===== src/rtl/alu_pwr_pkg.sv =====
// Shared types and defaults for the ALU power-domain sequencer.
// Retention (SAVE/RESTORE) is built in when ALU_PWR_RETENTION_EN is defined.
package alu_pwr_pkg;

    localparam int TMR_W             = 8;
    localparam int ISO_CYC_DEF       = 2;
    localparam int PWRUP_CYC_DEF     = 4;
    localparam int DRAIN_TIMEOUT_DEF = 16;

    typedef enum logic [2:0] {
        ST_ON      = 3'd0,
        ST_DRAIN   = 3'd1,
        ST_ISO     = 3'd2,
        ST_SAVE    = 3'd3,
        ST_OFF     = 3'd4,
        ST_RAMP    = 3'd5,
        ST_RESTORE = 3'd6
    } pwr_state_e;

endpackage


===== src/rtl/alu_pwr_timer.sv =====
// Loadable 8-bit down-counter with zero flag; holds at zero instead of wrapping.
// Shared by the DRAIN, ISO and RAMP phases of alu_pwr_seq.
module alu_pwr_timer
    import alu_pwr_pkg::*;
(
    input  logic             clk,
    input  logic             rst,
    input  logic             load,
    input  logic [TMR_W-1:0] load_val,
    output logic             zero
);

    logic [TMR_W-1:0] count;

    always_ff @(posedge clk) begin
        if (rst) begin
            count <= '0;
        end else if (load) begin
            count <= load_val;
        end else if (count != '0) begin
            count <= count - 1'b1;
        end
    end

    assign zero = (count == '0);

endmodule


===== src/rtl/alu_pwr_seq.sv =====
// ALU power-domain sequencer: drain, isolate, (save), power off, ramp, (restore).
// Define ALU_PWR_RETENTION_EN to include the SAVE/RESTORE retention states.
//
// state   | meaning
// ON      | domain powered, ALU usable
// DRAIN   | waiting for in-flight op to finish (bounded by DRAIN_TIMEOUT)
// ISO     | outputs clamped for ISO_CYC cycles before save/off
// SAVE    | one-cycle retention save pulse
// OFF     | domain unpowered, isolated
// RAMP    | power enabled, waiting PWRUP_CYC cycles for rail to settle
// RESTORE | one-cycle retention restore pulse
module alu_pwr_seq
    import alu_pwr_pkg::*;
#(
    parameter int ISO_CYC       = ISO_CYC_DEF,
    parameter int PWRUP_CYC     = PWRUP_CYC_DEF,
    parameter int DRAIN_TIMEOUT = DRAIN_TIMEOUT_DEF
) (
    input  logic clk,
    input  logic rst,
    input  logic pwr_down_req,
    input  logic pwr_up_req,
    input  logic alu_busy,
    output logic alu_pwr_en,
    output logic iso_en,
    output logic save,
    output logic restore,
    output logic alu_ready,
    output logic pwr_off,
    output logic down_ack,
    output logic up_ack,
    output logic drain_tmo
);

    // Timer is loaded with N-1 so the phase exits on the Nth edge it is seen at zero.
    localparam logic [TMR_W-1:0] ISO_LD   = TMR_W'(ISO_CYC - 1);
    localparam logic [TMR_W-1:0] PWRUP_LD = TMR_W'(PWRUP_CYC - 1);
    localparam logic [TMR_W-1:0] DRAIN_LD = TMR_W'(DRAIN_TIMEOUT - 1);

    pwr_state_e       state, state_nxt;
    logic             tmr_load, tmr_zero;
    logic [TMR_W-1:0] tmr_val;
    logic             down_ack_nxt, up_ack_nxt, drain_tmo_nxt;

    alu_pwr_timer u_timer (
        .clk      (clk),
        .rst      (rst),
        .load     (tmr_load),
        .load_val (tmr_val),
        .zero     (tmr_zero)
    );

    always_comb begin
        state_nxt     = state;
        down_ack_nxt  = 1'b0;
        up_ack_nxt    = 1'b0;
        drain_tmo_nxt = 1'b0;
        case (state)
            ST_ON: begin
                if (pwr_down_req) state_nxt = ST_DRAIN;
            end
            ST_DRAIN: begin
                if (pwr_up_req) begin
                    state_nxt = ST_ON;
                end else if (!alu_busy) begin
                    state_nxt = ST_ISO;
                end else if (tmr_zero) begin
                    state_nxt     = ST_ON;
                    drain_tmo_nxt = 1'b1;
                end
            end
            ST_ISO: begin
                if (tmr_zero) begin
`ifdef ALU_PWR_RETENTION_EN
                    state_nxt = ST_SAVE;
`else
                    state_nxt    = ST_OFF;
                    down_ack_nxt = 1'b1;
`endif
                end
            end
            ST_SAVE: begin
                state_nxt    = ST_OFF;
                down_ack_nxt = 1'b1;
            end
            ST_OFF: begin
                if (pwr_up_req) state_nxt = ST_RAMP;
            end
            ST_RAMP: begin
                if (tmr_zero) begin
`ifdef ALU_PWR_RETENTION_EN
                    state_nxt = ST_RESTORE;
`else
                    state_nxt  = ST_ON;
                    up_ack_nxt = 1'b1;
`endif
                end
            end
            ST_RESTORE: begin
                state_nxt  = ST_ON;
                up_ack_nxt = 1'b1;
            end
            default: state_nxt = ST_ON;
        endcase
    end

    always_comb begin
        tmr_load = (state_nxt != state);
        case (state_nxt)
            ST_DRAIN: tmr_val = DRAIN_LD;
            ST_ISO:   tmr_val = ISO_LD;
            ST_RAMP:  tmr_val = PWRUP_LD;
            default:  tmr_val = '0;
        endcase
    end

    // Outputs decode the next state so they are valid in the cycle the state is entered.
    always_ff @(posedge clk) begin
        if (rst) begin
            state      <= ST_ON;
            alu_pwr_en <= 1'b1;
            iso_en     <= 1'b0;
            alu_ready  <= 1'b1;
            pwr_off    <= 1'b0;
            down_ack   <= 1'b0;
            up_ack     <= 1'b0;
            drain_tmo  <= 1'b0;
        end else begin
            state      <= state_nxt;
            alu_pwr_en <= (state_nxt != ST_OFF);
            iso_en     <= (state_nxt != ST_ON) && (state_nxt != ST_DRAIN);
            alu_ready  <= (state_nxt == ST_ON);
            pwr_off    <= (state_nxt == ST_OFF);
            down_ack   <= down_ack_nxt;
            up_ack     <= up_ack_nxt;
            drain_tmo  <= drain_tmo_nxt;
        end
    end

`ifdef ALU_PWR_RETENTION_EN
    always_ff @(posedge clk) begin
        if (rst) begin
            save    <= 1'b0;
            restore <= 1'b0;
        end else begin
            save    <= (state_nxt == ST_SAVE);
            restore <= (state_nxt == ST_RESTORE);
        end
    end
`else
    assign save    = 1'b0;
    assign restore = 1'b0;
`endif

endmodule


===== config.mk =====
export PLATFORM = sky130hd
export DESIGN_NAME = alu_pwr_seq
export DESIGN_NICKNAME = d
export VERILOG_FILES = /design/src/rtl/alu_pwr_pkg.sv /design/src/rtl/alu_pwr_timer.sv /design/src/rtl/alu_pwr_seq.sv
export SDC_FILE = /design/constraint.sdc
export NUM_CORES = 1
export LEC_CHECK = 0
export BUFFER_PORTS_ARGS = -buffer_cell sky130_fd_sc_hd__buf_2
export CORE_ASPECT_RATIO = 0.7
export CORE_MARGIN = 2
export CORE_UTILIZATION = 41
export DETAILED_ROUTE_END_ITERATION = 6
export HOLD_SLACK_MARGIN = 0.08
export PLACE_DENSITY = 0.62
export SKIP_CTS_REPAIR_TIMING = 1
export SLEW_MARGIN = 25
export SYNTH_ARGS = -nofsm -noshare
export SYNTH_HDL_FRONTEND = slang
export SYNTH_HIERARCHICAL = 1
export SYNTH_SLANG_ARGS = --single-unit

===== constraint.sdc =====
create_clock -name clk -period 2.8 [get_ports clk]
set_input_delay 0.14 -clock clk [delete_from_list [all_inputs] [get_ports clk]]
set_output_delay 0.14 -clock clk [all_outputs]
set_load 0.05 [all_outputs]

==> flow_summary.yaml, run 1 <==
floorplanning:
  design.core.area_um2: 2190
  io_pins: 14
  fp.dieH_um: 44.48
  die-width_um: 61.83
  floorplan.die_area_um2: 2750
  floorplan.initialDensity_pct: 43.83
  placement_rows: 14
synth:
  yosys-mux-area-fraction_pct: 2.086
  synthesized_area_fraction_occupied_by_ao_oa_aoi_and_oai_cells_pct: 19.04
  cells_after_synth: 106
  syn-cell-area_um2: 959.7
  synth-simple-area-share_pct: 27.77
  synth_seq_cells: 18
  ys.warnings.count: 6
  post_synth_num_cell_types: 44
  synth_xor_xnor_area_share_pct: 3.651
  yosys_most_used_dff: "dfxtp_1"
  dominant_combinational_cell_family_by_area_after_synthesis: "simple AND/OR/NAND/NOR gates"
  synth_adder_area_share_pct: 1.304
  synth_area_per_cell_um2: 9.053
  synth_seq_area_share_pct: 37.55
  async_reset_ff_share_pct: 0
  synth-edff-count: 0
critical_path:
  crit_start: "u_timer/count[0]"
  regToRegSetupSlack_ns: 0.40
  endpoint_kind: "register"
  critical-path-top-delay-family: "compound AO/OA/AOI/OAI gates"
  cp_slowest_stage_delay_ns: 0.39
  critical_path.reg2reg.endpoint: "u_timer/count[3]"
  crit_path_cell_trace: "inv_1 -> ha_1 -> and4bb_1 -> nor2b_2 -> o21bai_1 -> a21oi_1 -> o32a_1 -> or2_2 -> o32ai_1"
  critical_path.slowest_cell: "dfxtp_1"
  critical_path_buffer_and_inverter_count: 1
  worst_setup_path_start_kind: "register"
  reg2regPathDepth: 9
  worstSetupPathType: "register to register"
  path_max_fanout: 14
  data_arrival_time_of_the_critical_path_ns: 2.61
  r2r-start: "u_timer/count[0]"
  cp.required_ns: 3.00
power:
  power.share.sequential_pct: 45.4
  irDropWorstVdd_mv: 0.3397
  share_clk_of_total_power_pct: 22.9
  leakage_nw: 0.4449
  share_comb_of_total_power_pct: 31.7
  cellInternalPower_w: 0.0004636
  cellPowerDensity_nw_per_um2: 666.3
  net_switching_power_w: 0.0002408
  swShare_pct: 34.19
placed_design:
  io_port_bufs: 11
  post-dp-hpwl_mm: 1.310
  gp_congestion: 0.8293
  place_inst: 147
detailed_routing:
  detail_route.iter0.violations: 21
  wirelength_mm: 1.769
  num_vias: 743
  drt_pre_antenna_iters: 4
  route.detailed.vias_per_inst: 4.921
  ant_nets: 0
  drc: 0
  wl_per_cell_um: 11.72
sta:
  finalSetupTns_ns: 0
  maxSlewViolCount: 0
  final.period_utilization_pct: 85.84
  setup_viol_count_final: 0
  finalCriticalPeriod_ns: 2.404
  setup_repair_after_global_routing_missed_its_margin: "no"
  timing.clock.skew_ns: 0.0008356
  maxClockFrequency_mhz: 416.1
  final-hold-violation-count: 0
clock_tree:
  maximum_root_to_sink_buffer_count: 2
  cts_buffers: 3
  worst_path_clk_slew_ns: 0.10
  worstSkewPairLatency_ns: 0.29
  htree_num_levels: 1
  buffer_cell_driving_the_clock_tree_root: "clkbuf_4"
  cts_tree: "yes"
  cts_sinks: 18
hold_path:
  min_to: "u_timer/count[2]"
  worst_hold_path.num_cells: 2
  timing.hold.worst.class: "input pin to register"
  hold_path.startpoint: "rst"
grt:
  grt_first_pass_wirelength_mm: 3.215
  gr-usage-all-layers_pct: 16.34
  first_global_vias: 737
  antenna_found_initial: 0
  grt_remaining_overflow: 0
  maximum_number_of_pins_on_one_net_before_global_route_repair: 18
final_layout:
  syn2layout_area_growth_pct: 10.17
  fillers: 224
  final_layout_size_suffix_gt1_share_pct: 21.85
  number_of_diodes_added_for_antenna_fixing: 0
  finalCoreUtilization_pct: 48.29
  final_cell_count_without_fillers: 151
  nets: 126
job:
  max_cap_viol_count: 0
outcome:
  outcome: "finished, final reports clean"
## worst reg2reg max path: cells and delay by family, from the launching register on
family,cells,cell delay (ns)
and+or+nand+nor,3,0.78
buffers and inverters,1,0.07
adders and majority gates,1,0.26
DFF,1,0.39
AOI/OAI and AO/OA,4,0.83
## state kept, by name (all words and copies together), names as in the netlist
register	flops
u_timer/count	8
state	3
alu_pwr_en	1
alu_ready	1
down_ack	1
drain_tmo	1
iso_en	1
pwr_off	1
up_ack	1
## how the worst max path moves through the flow
stage / cells after the start / endpoint
3_5_place_dp: 9 / u_timer/count[3]
4_1_cts: 9 / u_timer/count[3]
5_1_grt: 9 / u_timer/count[3]
2_1_floorplan: 11 / u_timer/count[0]
3_3_place_gp: 9 / u_timer/count[4]
6_report: 9 / u_timer/count[3]
## cell usage in the layout, fill, tap and decap left out, types with 2 or more instances in the layout
cell	Yosys	final
nor3_1	7	7
nor2b_1	3	3
nor2_1	8	8
o32ai_1	4	4
dfxtp_1	18	18
inv_1	5	5
clkbuf_4	0	3
mux2i_1	2	2
or2_2	2	2
nand2_1	9	9
a21oi_1	5	5
o21bai_1	2	2
xnor2_1	3	3
buf_2	0	11
conb_1	1	6
o21a_1	2	2
## cells in the mapped netlist, drive strengths merged (3+ instances only)
cell type | n | area [um2]
dfxtp | 18 | 360.4
nand2 | 9 | 33.78
nor2 | 8 | 30.03
nor3 | 7 | 35.03
a21oi | 6 | 33.78
buf | 6 | 52.55
inv | 5 | 18.77
nor2b | 4 | 27.53
o32ai | 4 | 35.03
xnor2 | 3 | 26.28
## cell type report
class,count,area [um2],share of cell area [%]
Clock buffer,4,36.28,3.432
Inverter,5,18.77,1.775
Multi-Input combinational cell,80,539.3,51.01
Sequential cell,18,360.3,34.08
Tap cell,32,40.04,3.787
Timing Repair Buffer,12,62.56,5.917
## through the flow
stage	power [W]	area (um2)	setup slack, ns	hold WS [ns]
after CTS	0.0007124	1057	0.3967	0.2091
after floorplan	0.0005136	978.4	0.6063	0.2193
after detailed placement	0.0005473	1021	0.4218	0.5276
after global routing	0.0007577	1057	0.1637	0.2582
final	0.0007045	1057	0.3965	0.2154
after global placement	0.0005492	1021	0.4534	0.5330
## cells by family after synthesis
family	after synthesis
buffers and inverters	13
AND/OR/NAND/NOR	43
AO/OA/AOI/OAI	24
multiplexers	2
adder cells (fa/ha/maj)	1
other	1
flip-flops	18
XOR/XNOR	4
## power by group through the flow
stage          Combinational, W  Sequential (W)  Clock (W)
6_report               0.000224        0.000320   0.000161
5_1_grt                0.000253        0.000326   0.000178
4_1_cts                0.000223        0.000320   0.000169
3_5_place_dp           0.000221        0.000326          0
3_3_place_gp           0.000224        0.000325          0
2_1_floorplan          0.000186        0.000327          0
## layer usage
metal	track usage [%]	part of all wire [%]	up-vias
li1	-	-	394
met1	22.87	53	333
met2	23.16	42	14
met3	6.140	4.7	2
met4	5.106	1.1	0
met5	0	0	-
Note: power is estimated with default switching activity, not from simulation.
==> run 2: changes to the inputs <==
- PLACE_DENSITY: 0.62 -> default
- PLACE_DENSITY_LB_ADDON: default -> 0.1
==> flow_summary.yaml, run 2 (synthesis results as in run 1) <==
final_layout:
  multiInputGateArea_um2: 539.3
  layout.cells.most_common_list: "18 x dfxtp_1, 11 x buf_2, 9 x nand2_1, 8 x nor2_1, 7 x nor3_1"
  nets: 127
  number_of_diodes_added_for_antenna_fixing: 0
  largest_reg_flops: 8
  regMostFlops: "u_timer/count"
  syn2layout_area_growth_pct: 10.95
  reg_top3: "u_timer/count x8, state x3"
  regArea_um2: 360.3
  fillers: 230
  final_layout_size_suffix_gt1_share_pct: 22.50
  mostFrequentLayoutCell: "dfxtp_1"
  final_area_um2: 1065
  finalCoreUtilization_pct: 48.63
detailed_routing:
  route.detailed.vias_per_inst: 5.099
  drc: 0
  drt_pre_antenna_iters: 4
  detail_route.iter0.violations: 20
  ant_nets: 0
  num_vias: 775
  wl_per_cell_um: 12.64
  wirelength_mm: 1.921
clock_tree:
  cts_buffers: 3
  htree_num_levels: 1
  cts_sinks: 18
  worstSkewPairLatency_ns: 0.30
  maximum_root_to_sink_buffer_count: 2
  cts_tree: "yes"
  buffer_cell_driving_the_clock_tree_root: "clkbuf_4"
  worst_path_clk_slew_ns: 0.11
placed_design:
  io_port_bufs: 11
  post_place_instance_area_um2: 1028
  post-dp-hpwl_mm: 1.356
  gp_congestion: 0.7300
critical_path:
  reg2regPathDepth: 10
  path_max_fanout: 14
  worst_setup_path_start_kind: "register"
  data_arrival_time_of_the_critical_path_ns: 2.61
  critical_path.reg2reg.endpoint: "u_timer/count[4]"
  cp.required_ns: 3.01
  endpoint_kind: "register"
  regToRegSetupSlack_ns: 0.40
  r2r-start: "u_timer/count[0]"
  worstSetupPathType: "register to register"
grt:
  maximum_number_of_pins_on_one_net_before_global_route_repair: 18
  gr-usage-all-layers_pct: 16.23
  antenna_found_initial: 0
  first_global_vias: 675
  grt_remaining_overflow: 0
  grt_first_pass_wirelength_mm: 3.208
floorplanning:
  fp.dieH_um: 44.48
  io_pins: 14
  design.core.area_um2: 2190
  floorplan.initialDensity_pct: 43.83
  floorplan.die_area_um2: 2750
  die-width_um: 61.83
  placement_rows: 14
hold_path:
  min_to: "u_timer/count[3]"
  timing.hold.worst.class: "input pin to register"
  hold_path.startpoint: "rst"
  worst_hold_path.num_cells: 2
sta:
  final-hold-violation-count: 0
  setup_repair_after_global_routing_missed_its_margin: "no"
  maxClockFrequency_mhz: 417.5
  finalCriticalPeriod_ns: 2.395
  maxSlewViolCount: 0
  finalSetupTns_ns: 0
  hold_slack_ns: 0.2192
  final.period_utilization_pct: 85.55
  setup_viol_count_final: 0
  timing.clock.skew_ns: 0.004374
job:
  max_cap_viol_count: 0
power:
  irDropWorstVdd_mv: 0.3163
  leakage_nw: 0.4496
  cellPowerDensity_nw_per_um2: 668.7
outcome:
  outcome: "finished, final reports clean"
-- run 2: final cells by class --
| cell class | instances | share of cell area (%) |
|---|---|---|
| sequential | 18 | 33.84 |
| multi-input combinational | 80 | 50.65 |
| inverter | 5 | 1.763 |
| clock buffer | 4 | 3.408 |
| timing repair buffer | 13 | 6.581 |
| tap | 32 | 3.760 |
-- run 2: report_power, final --
group	leakage (nW)	internal (W)	switching, W	total (W)
sequential	0.148	0.000285	0.0000358	0.000320
combinational	0.281	0.000102	0.000127	0.000229
clock	0.0210	0.0000793	0.0000831	0.000162
-- run 2: worst max-delay path by stage --
stage          cells past startpoint              from          endpoint  slack [ns]
4_1_cts                           10  u_timer/count[0]  u_timer/count[4]        0.41
3_3_place_gp                       8  u_timer/count[0]  u_timer/count[4]        0.49
2_1_floorplan                     11  u_timer/count[3]  u_timer/count[0]        0.61
5_1_grt                           10  u_timer/count[0]  u_timer/count[4]        0.20
3_5_place_dp                      10  u_timer/count[0]  u_timer/count[4]        0.44
6_report                          10  u_timer/count[0]  u_timer/count[4]        0.40
-- run 2: routing by layer --
metal / track usage [%] / vias up / part of all wire [%]
li1: - / 394 / -
met1: 24.87 / 352 / 54
met2: 19.58 / 29 / 39
met3: 6.725 / 0 / 7.4
met4: 5.957 / 0 / 0
met5: 0 / - / 0
-- run 2: stage by stage --
step / cells / total power [W] / setup WS [ns]
floorplan: 111 / 0.0005136 / 0.6063
global placement: 148 / 0.0005536 / 0.4891
detailed placement: 148 / 0.0005516 / 0.4402
CTS: 152 / 0.0007192 / 0.4111
global route: 152 / 0.0007626 / 0.2027
finish: 152 / 0.0007120 / 0.4045
-- run 2: critical path, stage by stage, from the launching register on --
cell and delay (ns):
dfxtp_1 0.39, inv_1 0.08, ha_1 0.27, and4bb_1 0.24, nor2b_2 0.15, o21bai_1 0.12
a21oi_1 0.08, o32a_1 0.19, buf_4 0.18, or2_2 0.34, o32ai_1 0.27
==> run 3: changes to the inputs <==
- ABC_AREA: default -> 1
==> flow_summary.yaml, run 3 <==
outcome:
  outcome: "finished, final reports clean"
sta:
  setup_viol_count_final: 0
  maxSlewViolCount: 0
  hold_slack_ns: 0.1217
  finalCriticalPeriod_ns: 2.425
  final-hold-violation-count: 0
  timing.clock.skew_ns: 0.003614
  finalSetupTns_ns: 0
  final.period_utilization_pct: 86.61
  maxClockFrequency_mhz: 412.4
  setup_repair_after_global_routing_missed_its_margin: "no"
synth:
  synth_largest_area_cell: "dfxtp_1"
  synth_largest_type_area_fraction_pct: 36.41
  synth_area_per_cell_um2: 6.921
  synth_seq_area_share_pct: 36.41
  cells_after_synth: 143
  ys.warnings.count: 6
  synth_commonest_cells: "28 x nand2_1, 19 x nor2_1, 18 x dfxtp_1"
  async_reset_ff_share_pct: 0
  synthMostInstantiatedCell: "nand2_1"
  post_synth_num_cell_types: 26
  synth_seq_cells: 18
  syn-cell-area_um2: 989.7
  yosys_most_used_dff: "dfxtp_1"
  synth-edff-count: 0
  netlist_top_cells_area: "dfxtp_1 36%, nand2_1 11%, nor2_1 7.2%"
critical_path:
  worstSetupPathType: "register to register"
  critical_path.slowest_cell: "dfxtp_1"
  crit_path_cell_trace: "inv_1 -> ha_1 -> nand2_2 -> nor2_8 -> inv_1 -> nand2_1 -> nor2_1 -> nand2_1 -> nand4_1 -> nand3_1 -> nor2_2 -> nand3_1 -> nand2_1 -> nor2_1"
  cp_slowest_stage_delay_ns: 0.35
  worst_setup_path_start_kind: "register"
  cp.required_ns: 3.00
  timing.critical_path.mode_cell: "nand2_1"
  endpoint_kind: "register"
  data_arrival_time_of_the_critical_path_ns: 2.62
  path_max_fanout: 9
final_layout:
  number_of_diodes_added_for_antenna_fixing: 0
  layout.cells.most_common_list: "28 x nand2_1, 19 x nor2_1, 18 x dfxtp_1, 13 x inv_1, 11 x buf_2"
  syn2layout_area_growth_pct: 13.15
  final_cell_count_without_fillers: 192
  nets: 167
  regMostFlops: "u_timer/count"
  mostFrequentLayoutCell: "nand2_1"
  reg_top3: "u_timer/count x8, state x3"
  largest_reg_flops: 8
  final_layout_size_suffix_gt1_share_pct: 23.13
floorplanning:
  io_pins: 14
  floorplan.initialDensity_pct: 44.49
  fp.dieH_um: 45.11
  die-width_um: 62.73
  floorplan.die_area_um2: 2829
  placement_rows: 14
  design.core.area_um2: 2225
placed_design:
  place_inst: 188
  gp_congestion: 0.8756
  post-dp-hpwl_mm: 1.694
  io_port_bufs: 11
detailed_routing:
  drc: 0
  ant_nets: 0
  drt_pre_antenna_iters: 4
  route.detailed.vias_per_inst: 4.714
  num_vias: 905
  wirelength_mm: 2.178
  detail_route.iter0.violations: 74
  wl_per_cell_um: 11.34
job:
  max_cap_viol_count: 0
grt:
  gr-usage-all-layers_pct: 17.55
  antenna_found_initial: 0
  grt_remaining_overflow: 0
  maximum_number_of_pins_on_one_net_before_global_route_repair: 11
  grt_first_pass_wirelength_mm: 3.615
  first_global_vias: 772
clock_tree:
  maximum_root_to_sink_buffer_count: 2
  worst_path_clk_slew_ns: 0.10
  buffer_cell_driving_the_clock_tree_root: "clkbuf_4"
  cts_sinks: 18
  cts_buffers: 3
  worstSkewPairLatency_ns: 0.30
  htree_num_levels: 1
  cts_tree: "yes"
power:
  power.share.sequential_pct: 41.2
  power.total_w: 0.0007695
  share_clk_of_total_power_pct: 21.2
  swShare_pct: 39.55
  net_switching_power_w: 0.0003043
  cellPowerDensity_nw_per_um2: 687.2
  share_comb_of_total_power_pct: 37.7
  cellInternalPower_w: 0.0004652
  leakage_nw: 0.5445
  irDropWorstVdd_mv: 0.3038
hold_path:
  timing.hold.worst.class: "input pin to register"
## run 3: changes by cell type in the layout (fill, tap and decap cells not counted), moves of 4 or more
cell,previous run,this run
inv_2,0,6
nor2_2,0,5
a21oi_1,5,9
nor2_1,8,19
nand2_1,9,28
o32ai_1,4,0
o21ai_0,0,5
inv_1,5,13
nand2_2,0,5
nand3_1,0,8
## run 3: cell families after synthesis
kind of cell	Yosys count	share of synthesized area (%)
AO/OA/AOI/OAI	20	10.75
XOR/XNOR	3	2.655
adder cells (fa/ha/maj)	1	1.264
buffers and inverters	22	9.228
flip-flops	18	36.41
other	1	0.3789
AND/OR/NAND/NOR	78	39.32
## run 3: layout make-up
| type | count | area, um2 |
|---|---|---|
| Multi-Input combinational cell | 108 | 556.8 |
| Inverter | 19 | 71.32 |
| Tap cell | 32 | 40.04 |
| Timing Repair Buffer | 11 | 55.05 |
| Sequential cell | 18 | 360.3 |
| Fill cell | 235 | 1105 |
| Clock buffer | 4 | 36.28 |
## run 3: critical path: cells and delay by family, from the launching register on
kind / cells / cell delay [ns]
buf+inv: 2 / 0.19
simple gates: 11 / 1.53
fa+ha+maj: 1 / 0.26
flops: 1 / 0.35
## run 3: power groups by stage
stage	combinational, W	clock [W]	sequential (W)
after detailed placement	0.000284	0	0.000322
after global placement	0.000287	0	0.000322
final	0.000290	0.000163	0.000317
after global routing	0.000329	0.000180	0.000322
after floorplan	0.000228	0	0.000327
after CTS	0.000286	0.000166	0.000317
## run 3: worst paths after layout
path,start,to,slack (ns),depth (start not counted)
max,u_timer/count[0],u_timer/count[5],0.37,14
min,alu_busy,drain_tmo,0.12,3
max reg2reg,u_timer/count[0],u_timer/count[5],0.37,14
min reg2reg,u_timer/count[0],u_timer/count[0],0.52,2
## run 3: layer usage
| layer | part of all wire (%) | GRT usage, % |
|---|---|---|
| met3 | 6.7 | 5.985 |
| met5 | 0 | 0 |
| met4 | 0.87 | 5.333 |
| met1 | 58 | 27.31 |
| met2 | 34 | 21.94 |
## run 3: per-stage QoR
step / area (um2) / setup WS [ns] / util [%]
finish: 1120 / 0.3750 / 50.34
global route: 1120 / 0.1936 / 50.34
floorplan: 1008 / 0.8257 / -
CTS: 1120 / 0.4083 / 50.34
global placement: 1084 / 0.4705 / 48.71
detailed placement: 1084 / 0.4407 / 48.71
